===== config.mk =====
export PLATFORM = sky130hd
export DESIGN_NAME = matrix_mem_stream
export DESIGN_NICKNAME = d
export VERILOG_FILES = /design/src/rtl/matrix_mem_stream.sv
export SDC_FILE = /design/constraint.sdc
export NUM_CORES = 1
export LEC_CHECK = 0
export ABC_CLOCK_PERIOD_IN_PS = 3630
export BUFFER_PORTS_ARGS = -buffer_cell sky130_fd_sc_hd__buf_2
export CORE_MARGIN = 2
export CORE_UTILIZATION = 30
export CTS_CLUSTER_SIZE = 30
export DETAILED_ROUTE_END_ITERATION = 10
export REMOVE_ABC_BUFFERS = 1
export SETUP_SLACK_MARGIN = 0.2
export SLEW_MARGIN = 15
export SYNTH_ARGS = -nofsm -noshare
export SYNTH_HDL_FRONTEND = slang
export SYNTH_SLANG_ARGS = --single-unit

===== constraint.sdc =====
create_clock -name clk -period 3.63 [get_ports clk]
set_clock_uncertainty 0.05 [all_clocks]
set_input_delay 0.1815 -clock clk [delete_from_list [all_inputs] [get_ports clk]]
set_output_delay 0.1815 -clock clk [all_outputs]
set_load 0.005 [all_outputs]

===== src/rtl/matrix_mem_stream.sv =====
// M x N matrix store: element writes, whole-matrix zero-fill, and row/column
// streaming through a single-read-port synchronous RAM onto a valid/ready output.
module matrix_mem_stream #(
    parameter int unsigned DW = 16,
    parameter int unsigned M  = 8,
    parameter int unsigned N  = 8,
    localparam int unsigned RW = $clog2(M),
    localparam int unsigned CW = $clog2(N),
    localparam int unsigned IW = (RW > CW) ? RW : CW
) (
    input  logic          clk,
    input  logic          rst,
    input  logic          wr_en,
    input  logic [RW-1:0] wr_row,
    input  logic [CW-1:0] wr_col,
    input  logic [DW-1:0] wr_data,
    input  logic          cmd_valid,
    output logic          cmd_ready,
    input  logic          cmd_mode,
    input  logic [IW-1:0] cmd_index,
    input  logic          clr_start,
    output logic          out_valid,
    input  logic          out_ready,
    output logic [DW-1:0] out_data,
    output logic          out_last,
    output logic          busy,
    output logic          err
);

    localparam int unsigned DEPTH = M * N;
    localparam int unsigned AW    = $clog2(DEPTH);
    localparam int unsigned LMAX  = (M > N) ? M : N;
    localparam int unsigned KW    = $clog2(LMAX + 1);

    typedef enum logic [1:0] {
        IDLE   = 2'd0,
        STREAM = 2'd1,
        CLEAR  = 2'd2
    } state_t;

    state_t state, state_nx;

    logic [DW-1:0] mem [DEPTH];
    logic [DW-1:0] ram_q;
    logic          ram_we;
    logic [AW-1:0] ram_waddr;
    logic [DW-1:0] ram_wdata;
    logic [AW-1:0] ram_raddr;
    logic [AW-1:0] wr_addr;
    logic [AW-1:0] clr_cnt;

    logic [KW-1:0] iss_cnt;
    logic [KW-1:0] len;
    logic          mode_q;
    logic [IW-1:0] idx_q;
    logic          s1_valid;
    logic          s1_last;

    logic cmd_acc;
    logic cmd_bad;
    logic s2_en;
    logic issue;
    logic done;

    assign cmd_acc = cmd_valid && cmd_ready;
    assign cmd_bad = cmd_mode ? (32'(cmd_index) >= N) : (32'(cmd_index) >= M);
    assign s2_en   = !out_valid || out_ready;
    assign done    = out_valid && out_ready && out_last;
    assign wr_addr = AW'(AW'(wr_row) * AW'(N) + AW'(wr_col));

    // Row mode walks columns of idx_q; column mode walks rows.
    assign ram_raddr = mode_q ? AW'(AW'(iss_cnt) * AW'(N) + AW'(idx_q))
                              : AW'(AW'(idx_q) * AW'(N) + AW'(iss_cnt));

    always_ff @(posedge clk) begin
        if (rst) state <= IDLE;
        else     state <= state_nx;
    end

    always_comb begin
        state_nx = state;
        case (state)
            IDLE: begin
                if (clr_start)                   state_nx = CLEAR;
                else if (cmd_valid && !cmd_bad)  state_nx = STREAM;
            end
            STREAM: if (done) state_nx = IDLE;
            CLEAR:  if (clr_cnt == AW'(DEPTH - 1)) state_nx = IDLE;
            default: state_nx = IDLE;
        endcase
    end

    always_comb begin
        cmd_ready = 1'b0;
        ram_we    = 1'b0;
        ram_waddr = wr_addr;
        ram_wdata = wr_data;
        issue     = 1'b0;
        case (state)
            IDLE: begin
                cmd_ready = !clr_start;
                ram_we    = wr_en;
            end
            STREAM: begin
                ram_we = wr_en;
                issue  = (iss_cnt != len) && (!s1_valid || s2_en);
            end
            CLEAR: begin
                ram_we    = 1'b1;
                ram_waddr = clr_cnt;
                ram_wdata = '0;
            end
            default: ;
        endcase
        if (rst) ram_we = 1'b0;
    end

    // Read-first RAM: a read in the same cycle as a write returns the old word.
    always_ff @(posedge clk) begin
        if (ram_we) mem[ram_waddr] <= ram_wdata;
        if (issue)  ram_q <= mem[ram_raddr];
    end

    always_ff @(posedge clk) begin
        if (rst) begin
            iss_cnt   <= '0;
            len       <= '0;
            mode_q    <= 1'b0;
            idx_q     <= '0;
            clr_cnt   <= '0;
            s1_valid  <= 1'b0;
            s1_last   <= 1'b0;
            out_valid <= 1'b0;
            out_last  <= 1'b0;
            out_data  <= '0;
            err       <= 1'b0;
            busy      <= 1'b0;
        end else begin
            err  <= cmd_acc && cmd_bad;
            busy <= (state_nx != IDLE);

            if (cmd_acc && !cmd_bad) begin
                mode_q  <= cmd_mode;
                idx_q   <= cmd_index;
                iss_cnt <= '0;
                len     <= cmd_mode ? KW'(M) : KW'(N);
            end else if (issue) begin
                iss_cnt <= iss_cnt + KW'(1);
            end

            if (state == CLEAR) clr_cnt <= clr_cnt + AW'(1);
            else                clr_cnt <= '0;

            // Stage 1 holds the RAM word; it refills only when it can drain.
            if (issue) begin
                s1_valid <= 1'b1;
                s1_last  <= (iss_cnt == len - KW'(1));
            end else if (s2_en) begin
                s1_valid <= 1'b0;
            end

            if (s2_en) begin
                out_valid <= s1_valid;
                if (s1_valid) begin
                    out_data <= ram_q;
                    out_last <= s1_last;
                end else begin
                    out_last <= 1'b0;
                end
            end
        end
    end

endmodule


### After elaboration in Yosys (flattened, before gate mapping)

Memory sizes are Yosys's and may differ from the RTL's. A register that Yosys moved wholly into a read port is not among the register bits.
Index checks and enable logic that the tools add are counted.

* register bits: 38
* bits in latches: 0
* RAM bits: 1024
* bits in read-only memories: 0
* input port bits: 32
* output and inout bits: 21
* word-level logic and storage cells: 58
* memories: 1

Memories
* mem: depth 64, width 16, read ports 1, clocked after Yosys merged registers in 1, wr ports 1, RTL line 43 `logic [DW-1:0] mem [DEPTH];`

* $add $sub $neg: 6
* multipliers: 0
* divide/modulo/power cells: 0
* $lt $le $gt $ge: 0
* equal/unequal tests: 5
* shifts and indexed selects: 0
* multiplexer cells: 17
* bitwise gates (word level): 1
* reductions and logical operators: 16

Operators with widths (count)
* 2-to-1 mux 16 bit: 1
* adder 6 x 3 -> 6 bit: 2
* 2-to-1 mux 6 bit: 2
* 2-to-1 mux 1 bit: 8
* 2-to-1 mux 2 bit: 4
* adder 6 x 1 -> 6 bit, second input constant: 1
* adder 6 x 4 -> 6 bit: 1
* equality test 6 bit, second input constant: 1
* case mux 2 bit (3 select lines): 1
* OR reduction 2 bit: 3
* adder 4 x 1 -> 4 bit, second input constant: 1
* equality test 4 bit: 1
* logical AND 1 bit: 4
* inequality test 4 bit: 1
* nonzero test 2 bit: 2
* subtractor 4 x 1 -> 4 bit, second input constant: 1
* zero test 1 bit: 3
* equality test 2 x 1 -> 1 bit, second input constant: 1
* equality test 2 bit, second input constant: 1
* zero test 2 bit: 1
* logical OR 1 bit: 2
* case mux 1 bit (2 select lines): 1
* AND reduction 2 bit: 1
* inverter 1 bit: 1

### Longest topological paths before layout

* word-level depth: 6
* depth in mapped cells: 12
* mapped depth without buffers: 9

### Worst setup path after synthesis

OpenSTA, ideal clock, no wires.

* kind: flip-flop to flip-flop
* from: reg state[0]
* to: mem mem[45][0] (enable)
* setup time: 388 ps
* arrival time: 2191 ps
* required time: 3192 ps
* path slack: 1000 ps
* cell stages (with the launch flop): 8
* path buffers: 1
* period minus slack after synthesis: 2630 ps
* path through: dfxtp_1 > nand2b_1 > clkbuf_1 > nand3b_1 > o21ai_0 > nand2_1 > or3_1 > nor2_1

* cells in the longest elaborated chain, start to end: 6
* elaborated cells on any way between the ends: 9
* those cells by class: 2 x eq/ne; 5 x mux; 2 x reduce/logical

RTL lines
* start: declaration: RTL line 41 `state_t state, state_nx;`
* start signal: assignment: RTL line 77 `else state <= state_nx;`
* equality test 2 x 1 -> 1 bit / zero test 2 bit (equally long branches): RTL line 99 `case (state)`
* OR reduction 2 bit (no source line)
* case mux 1 bit (2 select lines): RTL line 99
* 2-to-1 mux 1 bit: RTL line 115 `if (rst) ram_we = 1'b0;`
* 2-to-1 mux 1 bit: RTL line 120 `if (ram_we) mem[ram_waddr] <= ram_wdata;`
* 2-to-1 mux 1 bit (not written as such): RTL line 120
* end: declaration: RTL line 43

Several ways; a longest one is shown, not always the timed one.

### Worst setup path after layout

* from: reg mode_q
* to: reg ram_q[4], read port of mem, data pin

* cells in the longest elaborated chain, start to end: 1

RTL lines
* start: declaration: RTL line 54 `logic mode_q;`
* start signal: assignment: RTL line 143 `mode_q <= cmd_mode;`
* 2-to-1 mux 6 bit: RTL line 72 `assign ram_raddr = mode_q ? AW'(AW'(iss_cnt) * AW'(N) + AW'(idx_q))`
* end: declaration: RTL line 44 `logic [DW-1:0] ram_q;`

Every way passes these cells.
A chain may end at the register's enable or synchronous reset.

==> results.sh <==
export IMPL_global_route_wire_length_before_repair_um=232000
export IMPL_critical_path_cell_chain="buf_4 > and2_4 > buf_12 > buf_4 > a22oi_1 > a21oi_1 > nor3_1 > nor4_2 > a22o_1 > nor4_2"
export IMPL_synthesis_area_um2=50000
export IMPL_clock_tree_root_cell="sky130_fd_sc_hd__clkbuf_16"
export IMPL_rsz0062_at_grt="no"
export IMPL_timing_critical_path_arrival_ps=3870
export IMPL_synth_edf_count=1040
export IMPL_synth_top_flop_cell="sky130_fd_sc_hd__edfxtp_1"
export IMPL_io_pin_count=53
export IMPL_vdd_ir_drop_max_mv=0.386
export IMPL_grt_max_degree=140
export IMPL_cts_clk_slew_worst_paths_ps=60
export IMPL_tightestPinTransition_ps=924
export IMPL_wirelength_um=160000
export IMPL_detailed_place_hpwl_um=96500
export IMPL_core_region_area_um2=165000
export IMPL_fillerInstances=15978
export IMPL_timing_critical_path_required_ps=4060
export IMPL_run_status="complete, no violations"
export IMPL_min_period_ps=3440
export IMPL_first_iter_violations=4453
export IMPL_max_cap_violations=0
export IMPL_fin_nets=4296
export IMPL_post_synthesis_instance_total=4127
export IMPL_fmaxAchievable_ghz=0.291
export IMPL_floorplan_die_height_um=412
export IMPL_hold_worst_slack_ps=49.2
export IMPL_cts_num_sinks=1078
export IMPL_drtPass1Iterations=6
export IMPL_criticalPathCategory="flip-flop to flip-flop"
export IMPL_synth_avg_cell_area_um2=12.1
export IMPL_yosys_cell_count_top_type="sky130_fd_sc_hd__edfxtp_1"
export IMPL_remaining_max_slew_budget_at_the_tightest_pin_pct=37.8
export IMPL_htree_num_levels=3
export IMPL_cellPowerDensity_nw_per_um2=467
export IMPL_clock_insertion_delay_worst_skew_ps=760
export IMPL_vias=35910
export IMPL_floorplan_initialDensity_pct=30.2
export IMPL_cts_root_to_sink_buffers=3
export IMPL_flip_flop_and_latch_count_after_synthesis=1078
export IMPL_grt_pass1_vias=33942
export IMPL_post_route_cells_drive_above_1_share_pct=13.5
export IMPL_synthTopCellsByCount="sky130_fd_sc_hd__edfxtp_1 (1040), sky130_fd_sc_hd__nand2b_1 (766), sky130_fd_sc_hd__a22oi_1 (464), sky130_fd_sc_hd__nand2_1 (313), sky130_fd_sc_hd__a21oi_1 (280)"
export IMPL_row_count=149
export IMPL_power_uw=27000
export IMPL_die_width_um=412
export IMPL_synth_area_leaders="sky130_fd_sc_hd__edfxtp_1 (63%), sky130_fd_sc_hd__nand2b_1 (9.6%), sky130_fd_sc_hd__a22oi_1 (7.0%)"
export IMPL_grt_usage_pct=18.3
export IMPL_r2r_setup_slack_ps=190
export IMPL_die_area_um2=170000
export IMPL_synth_warning_count=0
export IMPL_grt_antenna_before_repair=8
export IMPL_cts_inserted_buffers=110
export IMPL_slew_violations=0
export IMPL_power_leakage_uw=0.0195
export IMPL_synth_top_cell_area_share_pct=62.5
export IMPL_synth_sequential_area_ratio_pct=64.0
export IMPL_cts_tree="yes"
export IMPL_crit_path_end_kind="flip-flop"
export IMPL_drt_antenna_violating_nets=0
export IMPL_post_drt_wl_per_cell_um=24.4
export IMPL_portBuffers=51
export IMPL_asyncSetResetFlopFracSynth_pct=0
export IMPL_critical_path_startpoint_type="flip-flop"
export IMPL_post_drt_via_cell_ratio=5.48
export IMPL_post_route_period_util_pct=94.7
export IMPL_layout_area_overhead_vs_synth_pct=15.9
export IMPL_worst_hold_path_type="primary input to flip-flop"
export IMPL_critical_path_max_stage_delay_ps=630
export IMPL_sum_of_overflow_across_all_layers_after_global_routing=0
export IMPL_drc=0
export IMPL_globalplace_congestion=0.856
export IMPL_timing_final_setup_violations=0
export IMPL_finalHoldViolCount=0
export IMPL_postLayoutCoreUtil_pct=35.1
export IMPL_synth_largest_area_cell="sky130_fd_sc_hd__edfxtp_1"
export IMPL_critical_path_slowest_cell="sky130_fd_sc_hd__nor4_2"
export IMPL_fin_tns_setup_ps=0
export IMPL_synth_cell_types=52
export IMPL_critPathMaxFanout=37
[layout make-up]
cell class | count | area, µm² | area share [%]
diodes | 6 | 15.0 | 0.0259
clock buffers | 137 | 2900 | 5.00
flip-flops and latches | 1078 | 32000 | 55.3
inverters | 12 | 52.6 | 0.0908
multi-input cells | 2738 | 16700 | 28.8
repair buffers | 319 | 2890 | 5.00
well taps | 2189 | 2740 | 4.73
clock inverters | 70 | 647 | 1.12
[stage by stage]
stage                     setup slack (ps)  instance area [µm²]  cells
final                                  192                57900   6549
after global routing                   222                57900   6543
after CTS                              207                57800   6543
after detailed placement               153                54100   6321
after global placement                 176                54100   6321
after floorplan                      -9110                48500   3828
[cells in the final DEF (no fill, tap or decap), types with 27 or more instances in the layout]
cell                        Yosys  layout
sky130_fd_sc_hd__o22ai_1      221     221
sky130_fd_sc_hd__nor4_2        18      31
sky130_fd_sc_hd__a22oi_2       48      48
sky130_fd_sc_hd__a22oi_1      464     464
sky130_fd_sc_hd__buf_4         15     210
sky130_fd_sc_hd__nand2_1      313     313
sky130_fd_sc_hd__buf_12         0      48
sky130_fd_sc_hd__nor4_1        64      51
sky130_fd_sc_hd__nand2b_1     766     766
sky130_fd_sc_hd__o21ai_0       77      77
sky130_fd_sc_hd__edfxtp_1    1040    1040
sky130_fd_sc_hd__buf_2        112      51
sky130_fd_sc_hd__nor2_1       157     157
sky130_fd_sc_hd__dfxtp_1       38      36
sky130_fd_sc_hd__clkbuf_16      0     112
sky130_fd_sc_hd__nor3_1       198     197
sky130_fd_sc_hd__a21oi_1      280     279
sky130_fd_sc_hd__clkinv_1       0      27
[power by group]
part | leakage (µW) | internal (µW) | switching (µW)
clock | 0.00174 | 6370 | 4910
sequential | 0.00973 | 13800 | 29.9
combinational | 0.00804 | 599 | 1290
[what timing repair did]
item | in CTS | in global routing
hold buffers | 10 | 0
pin swaps | 1 | 0
setup endpoints to repair | 4 | 8
hold endpoints to repair | 29 | 0
resized for setup | 4 | 11
buffers inserted | 5 | 0
[sequential cells by signal, indices dropped and copies added (netlist names)]
signal and cells:
out_data 16, s1_last 1, ram_q 16, clr_cnt 6
idx_q 3, out_valid 1, out_last 1, state 2
iss_cnt 4, s1_valid 1, mem 1024, mode_q 1
len 1, busy 1
[final timing paths]
path	startpoint	end	cells past startpoint
min reg2reg	out_data[13]	out_data[13]	2
max	mode_q	ram_q[4]	10
max reg2reg	mode_q	ram_q[4]	10
min	wr_data[0]	mem[12][0]	3
[routing by layer]
metal	track usage (%)	up-vias	routed length (µm)
li1	-	15918	-
met1	25.6	18175	67400
met2	28.3	1561	72300
met3	3.49	248	14800
met4	6.37	8	4930
met5	0	-	47
[cell families (layout without fill, tap and decap cells)]
kind of cell    after synthesis  in the layout  synth area share, %
simple gates               1593           1593                 17.5
other cells                   1              7              0.00751
flops                      1078           1078                 64.0
xor+xnor                      7              7                0.123
mux                           6              6                0.123
compound gates             1126           1126                 15.1
fa+ha+maj                     5              5                0.125
buf+inv                     311            538                 2.99
[critical path: cells and delay by family (launching register included)]
family,cells,cell delay [ps]
buffers and inverters,3,810
AND/OR/NAND/NOR,4,1170
AO/OA/AOI/OAI,3,750
flip-flops,1,340
Note: power is estimated with default switching activity, not from simulation.
